File: src/rtl/ram_request_arbiter.sv
// Single-port RAM arbiter: data/writeback port has priority, instruction
// fetch ports are round-robin, a starvation counter bounds fetch latency.
package cpu_types_pkg;
  typedef enum logic [1:0] {
    FREE   = 2'd0,
    BUSY   = 2'd1,
    ACCESS = 2'd2,
    ERROR  = 2'd3
  } ramstate_t;
endpackage

module ram_request_arbiter
  import cpu_types_pkg::*;
#(
  parameter int CPUS         = 2,
  parameter int STARVE_LIMIT = 4,
  parameter int CNT_W        = 3
) (
  input  logic                        CLK,
  input  logic                        nRST,
  input  logic [CPUS-1:0]             iREN,
  input  logic [CPUS-1:0][31:0]       iaddr,
  output logic [CPUS-1:0]             iwait,
  output logic [31:0]                 iload,
  input  logic                        cREN,
  input  logic                        cWEN,
  input  logic [31:0]                 caddr,
  input  logic [31:0]                 cstore,
  output logic                        cwait,
  output logic [31:0]                 cload,
  input  ramstate_t                   ramstate,
  input  logic [31:0]                 ramload,
  output logic                        ramREN,
  output logic                        ramWEN,
  output logic [31:0]                 ramaddr,
  output logic [31:0]                 ramstore,
  output logic [1:0]                  grant_id,
  output logic [$clog2(CPUS)-1:0]     rr_ptr
);

  localparam int PW = $clog2(CPUS);
  localparam logic [CNT_W-1:0] LIMIT = CNT_W'(STARVE_LIMIT);

  typedef enum logic [1:0] {
    S_IDLE    = 2'd0,
    S_GRANT_D = 2'd1,
    S_GRANT_I = 2'd2
  } state_t;

  state_t           r_state, w_state_n;
  logic [PW-1:0]    r_rr_ptr, w_rr_n;
  logic [PW-1:0]    r_gidx, w_gidx_n;
  logic [CNT_W-1:0] r_starve, w_starve_n;

  logic          w_instr_pend;
  logic          w_data_req;
  logic          w_starved;
  logic [PW-1:0] w_win;
  logic [PW-1:0] w_idx;

  assign w_instr_pend = |iREN;
  assign w_data_req   = cREN | cWEN;
  assign w_starved    = w_instr_pend && (r_starve == LIMIT);

  assign iload  = ramload;
  assign cload  = ramload;
  assign rr_ptr = r_rr_ptr;

  // lowest offset from rr_ptr wins; written last so it overrides
  always_comb begin
    w_win = r_rr_ptr;
    w_idx = r_rr_ptr;
    for (int k = CPUS-1; k >= 0; k--) begin
      w_idx = r_rr_ptr + PW'(k);
      if (iREN[w_idx]) w_win = w_idx;
    end
  end

  always_comb begin
    w_state_n  = r_state;
    w_rr_n     = r_rr_ptr;
    w_gidx_n   = r_gidx;
    w_starve_n = r_starve;
    iwait      = '1;
    cwait      = 1'b1;
    ramREN     = 1'b0;
    ramWEN     = 1'b0;
    ramaddr    = '0;
    ramstore   = '0;
    grant_id   = 2'd0;
    unique case (r_state)
      S_IDLE: begin
        if (!w_instr_pend) w_starve_n = '0;
        if (w_data_req && !w_starved) begin
          w_state_n = S_GRANT_D;
        end else if (w_instr_pend) begin
          w_state_n = S_GRANT_I;
          w_gidx_n  = w_win;
        end
      end
      S_GRANT_D: begin
        grant_id = 2'd1;
        ramWEN   = cWEN;
        ramREN   = cREN & ~cWEN;
        ramaddr  = caddr;
        ramstore = cstore;
        if (!w_data_req) begin
          w_state_n = S_IDLE;
        end else if (ramstate == ACCESS) begin
          cwait     = 1'b0;
          w_state_n = S_IDLE;
          if (w_instr_pend && r_starve != LIMIT)
            w_starve_n = r_starve + CNT_W'(1);
        end
      end
      S_GRANT_I: begin
        grant_id = 2'd2;
        ramREN   = 1'b1;
        ramaddr  = iaddr[r_gidx];
        // abort wins over a same-cycle ACCESS
        if (!iREN[r_gidx]) begin
          w_state_n = S_IDLE;
        end else if (ramstate == ACCESS) begin
          iwait[r_gidx] = 1'b0;
          w_rr_n        = r_gidx + PW'(1);
          w_starve_n    = '0;
          w_state_n     = S_IDLE;
        end
      end
      default: w_state_n = S_IDLE;
    endcase
  end

  always_ff @(posedge CLK or negedge nRST) begin
    if (!nRST) begin
      r_state  <= S_IDLE;
      r_rr_ptr <= '0;
      r_gidx   <= '0;
      r_starve <= '0;
    end else begin
      r_state  <= w_state_n;
      r_rr_ptr <= w_rr_n;
      r_gidx   <= w_gidx_n;
      r_starve <= w_starve_n;
    end
  end

endmodule

File: config.mk
export PLATFORM = sky130hd
export DESIGN_NAME = ram_request_arbiter
export DESIGN_NICKNAME = d
export VERILOG_FILES = /design/src/rtl/ram_request_arbiter.sv
export SDC_FILE = /design/constraint.sdc
export NUM_CORES = 1
export LEC_CHECK = 0
export BUFFER_PORTS_ARGS = -buffer_cell sky130_fd_sc_hd__buf_2
export CAP_MARGIN = 20
export CORE_AREA = 5 5 114 116
export DETAILED_ROUTE_END_ITERATION = 10
export DIE_AREA = 0 0 119 121
export GPL_ROUTABILITY_DRIVEN = 0
export PLACE_DENSITY = 0.55
export SLEW_MARGIN = 5
export SYNTH_ARGS = -nofsm -noshare
export SYNTH_HDL_FRONTEND = slang
export SYNTH_SLANG_ARGS = --single-unit
export TNS_END_PERCENT = 100
File: constraint.sdc
create_clock -name CLK -period 1.9 [get_ports CLK]
set_input_delay 0.19 -clock CLK [delete_from_list [all_inputs] [get_ports CLK]]
set_output_delay 0.19 -clock CLK [all_outputs]
set_load 0.01 [all_outputs]
==> metrics.log, run 1 <==
[metrics] Final Hold Viols: 0
[metrics] total power after layout: 3.60 mW
[metrics] most frequent cells in the layout: sky130_fd_sc_hd__buf_2, sky130_fd_sc_hd__a22oi_1, sky130_fd_sc_hd__and2_1, sky130_fd_sc_hd__mux2_2, sky130_fd_sc_hd__nor2b_1
[metrics] number of global-route vias before repair: 2547
[metrics] internal power: 1.99 mW
[metrics] total count of max-transition violations in the final report: 0
[metrics] CTS clk-pin slew, worst paths: 40 ps
[metrics] Clock Sink Count: 7
[metrics] clock tree from TritonCTS: built
[metrics] Post-Syn Instances: 282
[metrics] power density relative to cell area: 1160 nW/um^2
[metrics] minimum period implied by the final worst setup slack: 1800 ps
[metrics] Clock Tree Buf Depth: 2
[metrics] run status: complete, no violations
[metrics] initial cell density of the core: 0.184
[metrics] nature of the critical path startpoint: flop
[metrics] final core utilization: 0.263
[metrics] die area: 14400 sq um
[metrics] Static Leakage: 1.59 nW
[metrics] Switching Share: 0.448
[metrics] Synthesized Nets: 456
[metrics] die extent in x: 119 microns
[metrics] data arrival at the endpoint of the critical path: 1970 ps
[metrics] total number of nets in the final design: 596
[metrics] Clk pwr share: 0.101
[metrics] worst-case setup margin in the final layout: 98.9 ps
[metrics] Synth Register Bits: 7
[metrics] Final Cycle Share: 0.948
[metrics] final global-route overflow total: 0
[metrics] area used by sequential logic in the layout: 178 sq um
[metrics] Setup WS pre-CTS: 86.4 ps
[metrics] number of antenna violations at the first check in global routing: 0
[metrics] wire length after detailed routing: 8460 microns
[metrics] final worst hold slack: 248 ps
[metrics] die extent in y: 121 microns
[metrics] fraction of final layout cells sized beyond drive strength 1: 0.627
[metrics] count of filler cells inserted in the layout: 1322
[metrics] post-DP HPWL: 6800 microns
[metrics] post-detailed-route DRC marker count: 0
[metrics] most common cell after layout, fill and taps aside: sky130_fd_sc_hd__buf_2
[metrics] summed area of non-filler cells in the final layout: 3100 sq um
[metrics] detailed router's first-iteration violation count: 107
[metrics] total negative slack for setup checks: 0 ps
[metrics] count of cell types in the netlist: 37
[metrics] multi-input combinational cell area: 1420 sq um
[metrics] first-pass GRT wire length: 12700 microns
[metrics] startpoint-to-endpoint class of the critical path: reg2reg
[metrics] cell types occupying the most area after synthesis: sky130_fd_sc_hd__buf_4, sky130_fd_sc_hd__mux2_2, sky130_fd_sc_hd__a22oi_1, sky130_fd_sc_hd__and2_1, sky130_fd_sc_hd__nor2b_1
[metrics] Seq pwr share: 0.069
[metrics] power spent charging and discharging nets: 1.61 mW
[metrics] worst-margin pin slew: 455 ps
[metrics] maximum number of pins on one net before global-route repair: 47
[metrics] number of buffers created by CTS: 3
[metrics] proportion of synthesized chip area in sequential cells: 0.0804
[metrics] Core ar.: 11800 sq um
[metrics] post-placement cell area: 2920 sq um
[metrics] clock insertion delay at the later pin of the skew report: 240 ps
[metrics] Initial DRT Pass Iterations: 5
[metrics] number of max-capacitance violations reported: 0
[metrics] count of synthesis-stage warnings from yosys: 0
[metrics] share of the synthesized area in the top cell type: 0.224
[metrics] Final Skew: 2.76 ps
[metrics] endpoint required time on the critical path: 2070 ps
[metrics] maximum level of the CTS H-tree: 1
[metrics] maximum fanout encountered on the critical timing path: 5
[metrics] worst min-delay path class: in2reg
[metrics] Non-Filler Instances: 568
[metrics] biggest area consumer among synthesized cells: sky130_fd_sc_hd__buf_4
[metrics] input/output buffers: 207
[metrics] Root Buffer: sky130_fd_sc_hd__clkbuf_16
[metrics] total number of vias: 2504
[metrics] nature of the critical path endpoint: flop
[metrics] count of nets left with antenna violations after detail routing: 0
[metrics] share of total power in combinational logic: 0.829
[metrics] antenna diode instance count: 0
[metrics] number of setup violations in the final report: 0
[metrics] P&R area growth vs syn: 42.4%
[metrics] worst supply voltage drop on vdd: 0.340 mV
[metrics] slew margin rel.: 0.694
[metrics] number of instances in the placed design: 558
[metrics] Avg WL per Cell: 14.9 microns
[metrics] Global Route Usage Sum: 0.105
[metrics] DR vias/cell: 4.41
[metrics] netlist area before placement: 2180 sq um
[metrics] peak clock frequency supported by timing: 555 MHz
[metrics] Cell Rows: 40
[metrics] Top-Level Pins: 304
[metrics] synthesized area per cell: 7.72 sq um
## Yosys cell counts
library cell                count
sky130_fd_sc_hd__buf_6          2
sky130_fd_sc_hd__nor3_1         1
sky130_fd_sc_hd__nand4b_1       3
sky130_fd_sc_hd__or4_1          2
sky130_fd_sc_hd__o311ai_0       1
sky130_fd_sc_hd__nor4_1         1
sky130_fd_sc_hd__o21ai_0        3
sky130_fd_sc_hd__or2_4          1
sky130_fd_sc_hd__ha_1           6
sky130_fd_sc_hd__or4b_1         1
sky130_fd_sc_hd__o21a_1         2
sky130_fd_sc_hd__and2_1        34
sky130_fd_sc_hd__nand2_1        7
sky130_fd_sc_hd__o31ai_1        1
sky130_fd_sc_hd__a21o_1         1
sky130_fd_sc_hd__a21boi_0       1
sky130_fd_sc_hd__inv_1          4
sky130_fd_sc_hd__a21boi_2       1
sky130_fd_sc_hd__clkbuf_1      15
sky130_fd_sc_hd__buf_4         65
sky130_fd_sc_hd__nor2_1         2
sky130_fd_sc_hd__buf_2          3
sky130_fd_sc_hd__o211ai_1       1
sky130_fd_sc_hd__nand3b_1       1
sky130_fd_sc_hd__a31oi_1        2
sky130_fd_sc_hd__a2bb2oi_1      1
sky130_fd_sc_hd__buf_1          1
sky130_fd_sc_hd__nor2b_1       33
sky130_fd_sc_hd__mux2_2        33
sky130_fd_sc_hd__dfrtp_1        7
sky130_fd_sc_hd__nand4_1        1
sky130_fd_sc_hd__a21oi_1        1
sky130_fd_sc_hd__or2_2          1
sky130_fd_sc_hd__nand3_1        7
sky130_fd_sc_hd__a22oi_1       34
sky130_fd_sc_hd__a22o_1         1
sky130_fd_sc_hd__nand2b_1       1
## sequential cells by signal, summed over array words and instances (netlist names)
| signal | count |
|---|---|
| r_starve | 3 |
| r_state | 2 |
| r_gidx | 1 |
| rr_ptr | 1 |
## metal layers
layer / share of wire / wire length (microns) / GRT usage
met5: 0 / 0 / 0
met1: 0.39 / 3270 / 0.121
met4: 0.031 / 262 / 0.0463
met2: 0.49 / 4130 / 0.181
met3: 0.094 / 793 / 0.0303
## path summary, 6_finish.rpt
path                                            to  slack (ps)                   start  cells past startpoint
max                        r_starve[2]$_DFFE_PN0P_         100  r_state[1]$_DFFE_PN0P_                      6
max reg2reg                r_starve[2]$_DFFE_PN0P_         100  r_state[1]$_DFFE_PN0P_                      6
max in group asynchronous   r_state[0]$_DFFE_PN0P_        1380                    nRST                      2
min reg2reg                     rr_ptr$_DFFE_PN0P_         540      rr_ptr$_DFFE_PN0P_                      2
min in group asynchronous   r_state[1]$_DFFE_PN0P_         340                    nRST                      2
min                             r_gidx$_DFFE_PN0P_         250                 iREN[0]                      2
## critical path, cell delays in order, from the launching register on
cell	delay (ps)
sky130_fd_sc_hd__dfrtp_1	390
sky130_fd_sc_hd__inv_1	100
sky130_fd_sc_hd__ha_1	250
sky130_fd_sc_hd__o21a_1	150
sky130_fd_sc_hd__or2_4	250
sky130_fd_sc_hd__or4_1	500
sky130_fd_sc_hd__nand3_1	90
## what timing repair did
item / 4_1_cts / 5_1_grt
hold endpoints to repair: 7 / 0
buffers inserted: 0 / 4
pin swaps: 0 / 1
gates cloned: 0 / 1
gates resized for setup: 1 / 6
hold buffers: 1 / 0
endpoints found under the setup margin: 1 / 26
## logic make-up after synthesis
logic type               after synthesis  share of synthesized area
buffers and inverters                 90                      0.276
AO/OA/AOI/OAI                         50                      0.170
multiplexers                          33                      0.171
adder cells (fa/ha/maj)                6                     0.0345
AND/OR/NAND/NOR                       96                      0.269
flip-flops                             7                     0.0804
## power groups by stage
stage	registers [mW]	clock network, mW	logic, mW
after floorplan	0.225	0	1.90
after global placement	0.242	0	2.74
after detailed placement	0.248	0	2.81
after CTS	0.247	0.372	2.83
after global routing	0.256	0.380	3.27
final	0.250	0.365	2.99
## final cells by class
cell class              instances  area share
multi-input cells             185       0.459
repair buffers                221       0.394
flip-flops and latches          7      0.0573
well taps                     147      0.0593
clock buffers                   4      0.0254
inverters                       4     0.00484
No activity file was read; power rests on OpenSTA's default activity.
==> run 2: changes to the inputs <==
- BUFFER_PORTS_ARGS: -buffer_cell sky130_fd_sc_hd__buf_2 -> default
- DONT_BUFFER_PORTS: default -> 1
- PLACE_DENSITY: 0.55 -> 0.33
==> run 2 against run 1 <==
Compared with the run above:
- wire length down 8.4%
- sequential cell count unchanged
- critical path depth unchanged
- clock-buffer cell count unchanged
- sequential power about the same
- die area unchanged
- combinational power down 23%
- via count down 31%
- register-to-register slack better by 60 ps
- cell count down 36%
- maximum frequency down 0.94%
- clock power up 2%
==> metrics.log, run 2 (synthesis gave the netlist of run 1 again) <==
[metrics] total number of nets in the final design: 389 (-35%)
[metrics] first-pass GRT wire length: 11600 microns (-9.1%)
[metrics] P&R area growth vs syn: -7.87%
[metrics] Avg WL per Cell: 21.5 microns (+44%)
[metrics] slew margin rel.: 0.722 (+0.0277)
[metrics] startpoint-to-endpoint class of the critical path: reg2out
[metrics] maximum number of pins on one net before global-route repair: 45 (-4.3%)
[metrics] wire length after detailed routing: 7750 microns (-8.4%)
[metrics] die extent in x: 119 microns (unchanged)
[metrics] final global-route overflow total: 0 (unchanged)
[metrics] clock insertion delay at the later pin of the skew report: 240 ps (about the same)
[metrics] minimum period implied by the final worst setup slack: 1820 ps (+17.2 ps)
[metrics] Final Hold Viols: 0 (unchanged)
[metrics] post-detailed-route DRC marker count: 0 (unchanged)
[metrics] most frequent cells in the layout: sky130_fd_sc_hd__a22oi_1, sky130_fd_sc_hd__and2_1, sky130_fd_sc_hd__mux2_2, sky130_fd_sc_hd__nor2b_1, sky130_fd_sc_hd__buf_4
[metrics] clock tree from TritonCTS: built
[metrics] detailed router's first-iteration violation count: 54 (-50%)
[metrics] number of buffers created by CTS: 3 (unchanged)
[metrics] nature of the critical path endpoint: primary output
[metrics] multi-input combinational cell area: 1410 sq um (-0.79%)
[metrics] endpoint required time on the critical path: 1710 ps (-360 ps)
[metrics] Clock Tree Buf Depth: 2 (unchanged)
[metrics] Final Skew: 0.883 ps (-1.88 ps)
[metrics] CTS clk-pin slew, worst paths: 40 ps (about the same)
[metrics] Largest register FFs: 3 (unchanged)
[metrics] power density relative to cell area: 1450 nW/um^2 (+25%)
[metrics] total count of max-transition violations in the final report: 0 (unchanged)
[metrics] combined buffer and inverter count along the critical path: 3 (+2)
[metrics] worst-case setup margin in the final layout: 81.7 ps (-17.2 ps)
[metrics] die area: 14400 sq um (unchanged)
[metrics] Cell Rows: 40 (unchanged)
[metrics] worst min-delay path class: in2reg
[metrics] most frequent CP cell: sky130_fd_sc_hd__buf_4
[metrics] Global Route Usage Sum: 0.0991 (-0.00599)
[metrics] Slowest-stage cell, CP: sky130_fd_sc_hd__dfrtp_1
[metrics] final worst hold slack: 47.2 ps (-201 ps)
[metrics] Setup Fix Bufs, Post-CTS: 0 (unchanged)
[metrics] Static Leakage: 0.683 nW (-57%)
[metrics] input/output buffers: 0 (-100%)
[metrics] worst-margin pin slew: 416 ps (-38.8 ps)
[metrics] antenna diode instance count: 0 (unchanged)
[metrics] post-DP HPWL: 6550 microns (-3.7%)
[metrics] nature of the critical path startpoint: flop
[metrics] total number of vias: 1733 (-31%)
[metrics] count of nets left with antenna violations after detail routing: 0 (unchanged)
[metrics] maximum level of the CTS H-tree: 1 (unchanged)
[metrics] number of antenna violations at the first check in global routing: 0 (unchanged)
[metrics] leading registers by flop count: r_starve x3, r_state x2
[metrics] number of max-capacitance violations reported: 0 (unchanged)
[metrics] CP max stage delay: 420 ps (-80 ps)
[metrics] initial cell density of the core: 0.184 (unchanged)
[metrics] count of filler cells inserted in the layout: 1346 (+1.8%)
[metrics] Initial DRT Pass Iterations: 4 (-1)
[metrics] Clock Sink Count: 7 (unchanged)
[metrics] data arrival at the endpoint of the critical path: 1630 ps (-340 ps)
[metrics] peak clock frequency supported by timing: 550 MHz (-0.94%)
[metrics] number of global-route vias before repair: 1954 (-23%)
[metrics] setup repair after global routing missed its margin: true
[metrics] die extent in y: 121 microns (unchanged)
[metrics] Final Cycle Share: 0.957 (+0.00904)
[metrics] fraction of final layout cells sized beyond drive strength 1: 0.266 (-0.361)
[metrics] area used by sequential logic in the layout: 176 sq um (-0.70%)
[metrics] maximum fanout encountered on the critical timing path: 21 (+16)
[metrics] number of setup violations in the final report: 0 (unchanged)
[metrics] top register by number of flip-flops: r_starve
[metrics] Setup WS pre-CTS: 167 ps (+80.2 ps)
[metrics] Top delay family on crit path: buffers and inverters
[metrics] Core ar.: 11800 sq um (unchanged)
[metrics] DR vias/cell: 4.80 (+8.9%)
[metrics] worst supply voltage drop on vdd: 0.336 mV (-1.1%)
[metrics] run status: complete, no violations
[metrics] Root Buffer: sky130_fd_sc_hd__clkbuf_16
[metrics] worst path cell trace: inv_1, ha_2, buf_4, a22oi_1, nor2b_1, buf_4
[metrics] Top-Level Pins: 304 (unchanged)
## run 2: cell count changes in the layout (fill, tap and decap cells not counted), moves of 2 or more
| cell | previous run | this run |
|---|---|---|
| sky130_fd_sc_hd__buf_4 | 6 | 10 |
| sky130_fd_sc_hd__nor2b_2 | 0 | 2 |
| sky130_fd_sc_hd__buf_2 | 207 | 0 |
| sky130_fd_sc_hd__nor2b_1 | 33 | 31 |
| sky130_fd_sc_hd__buf_12 | 4 | 2 |
## run 2: per-layer routing
layer	wire length [microns]	up-vias	share of wire	track usage
met1	2990	785	0.39	0.114
met5	0	-	0	0
met4	132	0	0.017	0.0304
met3	698	21	0.090	0.0331
li1	-	775	-	-
met2	3930	152	0.51	0.174
## run 2: layout make-up
class	count	share of cell area
clock buffer	4	0.0393
inverter	4	0.00748
multi-input combinational	185	0.704
sequential	7	0.0879
tap	147	0.0916
timing repair buffer	14	0.0698
## run 2: what timing repair did
item | 4_1_cts | 5_1_grt
hold buffers | 1 | 0
hold endpoints to repair | 7 | 0
gates resized for setup | 0 | 4
endpoints found under the setup margin | 0 | 18
## run 2: per-stage QoR
step	utilization	cells	setup TNS [ps]	instance area [sq um]	power [mW]
2_1_floorplan	-	282	0	2180	2.13
3_3_place_gp	0.161	356	0	1910	2.55
3_5_place_dp	0.161	356	0	1910	2.55
4_1_cts	0.169	361	0	1990	2.94
5_1_grt	0.170	361	-37.1	2010	3.19
6_report	0.170	361	0	2010	2.91
## run 2: worst reg2reg max path: cells and delay by family (launching register included)
kind | cells | cell delay [ps]
compound gates | 1 | 120
fa+ha+maj | 1 | 220
simple gates | 3 | 840
flops | 1 | 410
buf+inv | 1 | 90
## run 2: path summary, 6_finish.rpt
| kind | start | to | slack (ps) | depth (start not counted) |
|---|---|---|---|---|
| max in group asynchronous | nRST | r_gidx$_DFFE_PN0P_ | 1260 | 1 |
| min in group asynchronous | nRST | rr_ptr$_DFFE_PN0P_ | 330 | 1 |
| worst max register to register | r_state[0]$_DFFE_PN0P_ | r_starve[2]$_DFFE_PN0P_ | 160 | 6 |
| worst max-delay path | r_state[0]$_DFFE_PN0P_ | ramaddr[4] | 80 | 6 |
| worst min register to register | r_state[0]$_DFFE_PN0P_ | r_state[0]$_DFFE_PN0P_ | 580 | 1 |
| worst min-delay path | iREN[0] | r_gidx$_DFFE_PN0P_ | 50 | 1 |
## run 2: report_power, final
group	internal, mW	switching [mW]	total (mW)
clock network	0.280	0.0906	0.371
registers	0.193	0.0568	0.250
logic	1.02	1.28	2.29
==> run 3: changes to the inputs <==
- ABC_AREA: default -> 1
==> run 3 against run 2 <==
Compared with the run above:
- combinational power grew 11%
- wire length grew 12%
- critical path depth shrank 1
- critical path type unchanged
- register-to-register slack gained 260 ps
==> metrics.log, run 3 <==
[metrics] antenna diode instance count: 0 (unchanged)
[metrics] die extent in x: 119 microns (unchanged)
[metrics] top cell types by occurrence after synthesis: sky130_fd_sc_hd__nand2_1, sky130_fd_sc_hd__nor2_1, sky130_fd_sc_hd__buf_4
[metrics] Post-Syn Instances: 409 (+45%)
[metrics] maximum number of pins on one net before global-route repair: 64 (+42%)
[metrics] EDFF count, synth: 0 (unchanged)
[metrics] Avg WL per Cell: 17.9 microns (-17%)
[metrics] Initial DRT Pass Iterations: 4 (unchanged)
[metrics] worst supply voltage drop on vdd: 0.395 mV (+18%)
[metrics] routed wl met2: 4580 microns (+16%)
[metrics] number of global-route vias before repair: 2154 (+10%)
[metrics] slew margin rel.: 0.749 (+0.0277)
[metrics] run status: complete, no violations
[metrics] fraction of final layout cells sized beyond drive strength 1: 0.127 (-0.140)
[metrics] Core ar.: 11800 sq um (unchanged)
[metrics] P&R area growth vs syn: -6.56%
[metrics] end of the worst register-to-register path: r_starve[1]$_DFFE_PN0P_
[metrics] Final Cycle Share: 0.950 (-0.00719)
[metrics] count of synthesis-stage warnings from yosys: 0 (unchanged)
[metrics] uppermost signal routing layer after detailed routing: met4
[metrics] power density relative to cell area: 1590 nW/um^2 (+9.6%)
[metrics] CTS clk-pin slew, worst paths: 40 ps (about the same)
[metrics] first-pass GRT wire length: 12200 microns (+5.9%)
[metrics] leading registers by flop count: r_starve x3, r_state x2
[metrics] Largest register FFs: 3 (unchanged)
[metrics] final worst hold slack: 125 ps (+78.1 ps)
[metrics] Static Leakage: 1.05 nW (+54%)
[metrics] startpoint-to-endpoint class of the critical path: reg2out
[metrics] final global-route overflow total: 0 (unchanged)
[metrics] wire length after detailed routing: 8700 microns (+12%)
[metrics] count of cell types in the netlist: 21 (-43%)
[metrics] worst-margin pin slew: 375 ps (-41.6 ps)
[metrics] setup repair after global routing missed its margin: true
[metrics] biggest area consumer among synthesized cells: sky130_fd_sc_hd__buf_4
[metrics] worst min-delay path class: in2reg
[metrics] most instantiated library cell after synthesis: sky130_fd_sc_hd__nand2_1
[metrics] Worst Hold End: r_gidx$_DFFE_PN0P_
[metrics] most used flip-flop cell after synthesis: sky130_fd_sc_hd__dfrtp_1
[metrics] clock insertion delay at the later pin of the skew report: 230 ps (about the same)
[metrics] most common cell after layout, fill and taps aside: sky130_fd_sc_hd__nand2_1
[metrics] nature of the critical path endpoint: primary output
[metrics] number of max-capacitance violations reported: 0 (unchanged)
[metrics] origin of the worst min-delay path: iREN[1]
[metrics] Worst R2R Path Depth: 9 (+3)
[metrics] number of antenna violations at the first check in global routing: 0 (unchanged)
[metrics] Critical R2R Launch: r_state[0]$_DFFE_PN0P_
[metrics] Root Buffer: sky130_fd_sc_hd__clkbuf_16
[metrics] Top-Level Pins: 304 (unchanged)
[metrics] maximum level of the CTS H-tree: 1 (unchanged)
[metrics] Cell Rows: 40 (unchanged)
[metrics] reg-to-reg slack, setup: 420 ps (+260 ps)
[metrics] Clock Sink Count: 7 (unchanged)
[metrics] synthesized area per cell: 5.27 sq um (-32%)
[metrics] peak clock frequency supported by timing: 554 MHz (+0.76%)
[metrics] initial cell density of the core: 0.183 (-0.00191)
[metrics] total number of nets in the final design: 514 (+32%)
[metrics] Synthesized Nets: 583 (+28%)
[metrics] routed metal-1 wire length: 3190 microns (+6.6%)
[metrics] final core utilization: 0.171 (+0.000636)
[metrics] input/output buffers: 0 (unchanged)
[metrics] die extent in y: 121 microns (unchanged)
[metrics] number of stages on the worst hold path: 2 (+1)
[metrics] total number of vias: 2142 (+24%)
[metrics] DR vias/cell: 4.41 (-8.2%)
[metrics] nature of the critical path startpoint: flop
[metrics] startpoint of the most critical setup path: r_state[1]$_DFFE_PN0P_
[metrics] minimum period implied by the final worst setup slack: 1800 ps (-13.7 ps)
[metrics] maximum fanout encountered on the critical timing path: 33 (+57%)
[metrics] count of nets left with antenna violations after detail routing: 0 (unchanged)
[metrics] number of buffers created by CTS: 3 (unchanged)
[metrics] Clock Tree Buf Depth: 2 (unchanged)
[metrics] data arrival at the endpoint of the critical path: 1610 ps (-20 ps)
[metrics] netlist area before placement: 2160 sq um (-1.0%)
[metrics] Synth Register Bits: 7 (unchanged)
[metrics] Final Skew: 2.01 ps (+1.13 ps)
[metrics] detailed router's first-iteration violation count: 73 (+35%)
[metrics] most frequent cells in the layout: sky130_fd_sc_hd__nand2_1, sky130_fd_sc_hd__nor2_1, sky130_fd_sc_hd__inv_1, sky130_fd_sc_hd__o21ai_1, sky130_fd_sc_hd__a21oi_2
[metrics] Final Hold Viols: 0 (unchanged)
[metrics] cell types occupying the most area after synthesis: sky130_fd_sc_hd__buf_4, sky130_fd_sc_hd__nand2_1, sky130_fd_sc_hd__nor2_1, sky130_fd_sc_hd__inv_1, sky130_fd_sc_hd__dfrtp_1
[metrics] share of the synthesized area in the top cell type: 0.237 (+0.0128)
[metrics] total count of max-transition violations in the final report: 0 (unchanged)
[metrics] post-detailed-route DRC marker count: 0 (unchanged)
[metrics] Global Route Usage Sum: 0.106 (+0.00663)
[metrics] fraction of synthesis flops using an asynchronous set or reset pin: 1.00 (unchanged)
[metrics] Met3 Wirelength: 821 microns (+18%)
[metrics] clock tree from TritonCTS: built
[metrics] proportion of synthesized chip area in sequential cells: 0.0813 (+0.000840)
[metrics] number of setup violations in the final report: 0 (unchanged)
[metrics] post-DP HPWL: 6960 microns (+6.3%)
[metrics] die area: 14400 sq um (unchanged)
[metrics] top register by number of flip-flops: r_starve
[metrics] endpoint required time on the critical path: 1710 ps (about the same)
==> run 3: cell count changes in the layout (fill, tap and decap cells not counted), moves of 15 or more <==
cell,delta
sky130_fd_sc_hd__and2_1,-34
sky130_fd_sc_hd__inv_1,+42
sky130_fd_sc_hd__a21oi_1,+15
sky130_fd_sc_hd__nor2b_1,-31
sky130_fd_sc_hd__a22oi_1,-34
sky130_fd_sc_hd__o21ai_1,+30
sky130_fd_sc_hd__nand2_1,+97
sky130_fd_sc_hd__mux2_2,-33
sky130_fd_sc_hd__nor2_1,+70
sky130_fd_sc_hd__a21oi_2,+17
==> run 3: per-layer routing <==
layer | vias to the layer above | track usage
li1 | 1035 | -
met1 | 946 | 0.113
met2 | 145 | 0.200
met3 | 16 | 0.0350
met4 | 0 | 0.0253
met5 | - | 0
==> run 3: logic make-up after synthesis <==
| group | share of synthesized area |
|---|---|
| simple gates | 0.347 |
| buf+inv | 0.376 |
| compound gates | 0.157 |
| flops | 0.0813 |
| fa+ha+maj | 0.0348 |
| xor+xnor | 0.00406 |
==> run 3: cell type report <==
type | count | area (sq um)
fillers | 1390 | 9800
multi-input cells | 265 | 1240
inverters | 52 | 205
well taps | 147 | 184
flip-flops and latches | 7 | 176
repair buffers | 11 | 128
clock buffers | 4 | 78.8
==> run 3: metrics by stage <==
| stage | TNS, ps | cell area, sq um | total power [mW] | setup slack [ps] | instances |
|---|---|---|---|---|---|
| 6_report | 0 | 2010 | 3.20 | 95.4 | 486 |
| 3_5_place_dp | 0 | 1820 | 2.66 | 35.9 | 480 |
| 5_1_grt | -30.8 | 2010 | 3.58 | -18.2 | 486 |
| 3_3_place_gp | 0 | 1820 | 2.66 | 90.7 | 480 |
| 4_1_cts | 0 | 1920 | 3.06 | 8.17 | 485 |
| 2_1_floorplan | 0 | 2160 | 2.25 | 299 | 409 |
==> run 3: repair_timing <==
item                                    4_1_cts  5_1_grt
gates resized for setup                       2       22
gates cloned                                  0        1
endpoints found under the setup margin       35       35
pin swaps                                     0        1
hold buffers                                  1        0
setup buffers                                 0        0
endpoints found under the hold margin         7        0
==> run 3: worst max path at each step <==
stage / slack, ps / to
after floorplan: 300 / ramaddr[0]
after global placement: 90 / iwait[0]
after detailed placement: 40 / iwait[0]
after CTS: 8 / iwait[0]
after global routing: -20 / ramaddr[22]
final: 100 / ramaddr[26]
==> run 3: critical path: stages, from the launching register on <==
cell and delay [ps]:
sky130_fd_sc_hd__dfrtp_1 410, sky130_fd_sc_hd__inv_1 130, sky130_fd_sc_hd__ha_2 270, sky130_fd_sc_hd__buf_12 230, sky130_fd_sc_hd__nand2_1 80, sky130_fd_sc_hd__a21oi_1 270
==> run 3: where the power goes <==
part / internal [mW] / switching [mW] / leakage [nW]
logic: 0.741 / 1.80 / 0.922
registers: 0.210 / 0.0911 / 0.0902
clock network: 0.280 / 0.0855 / 0.0382
total: 1.23 / 1.97 / 1.05
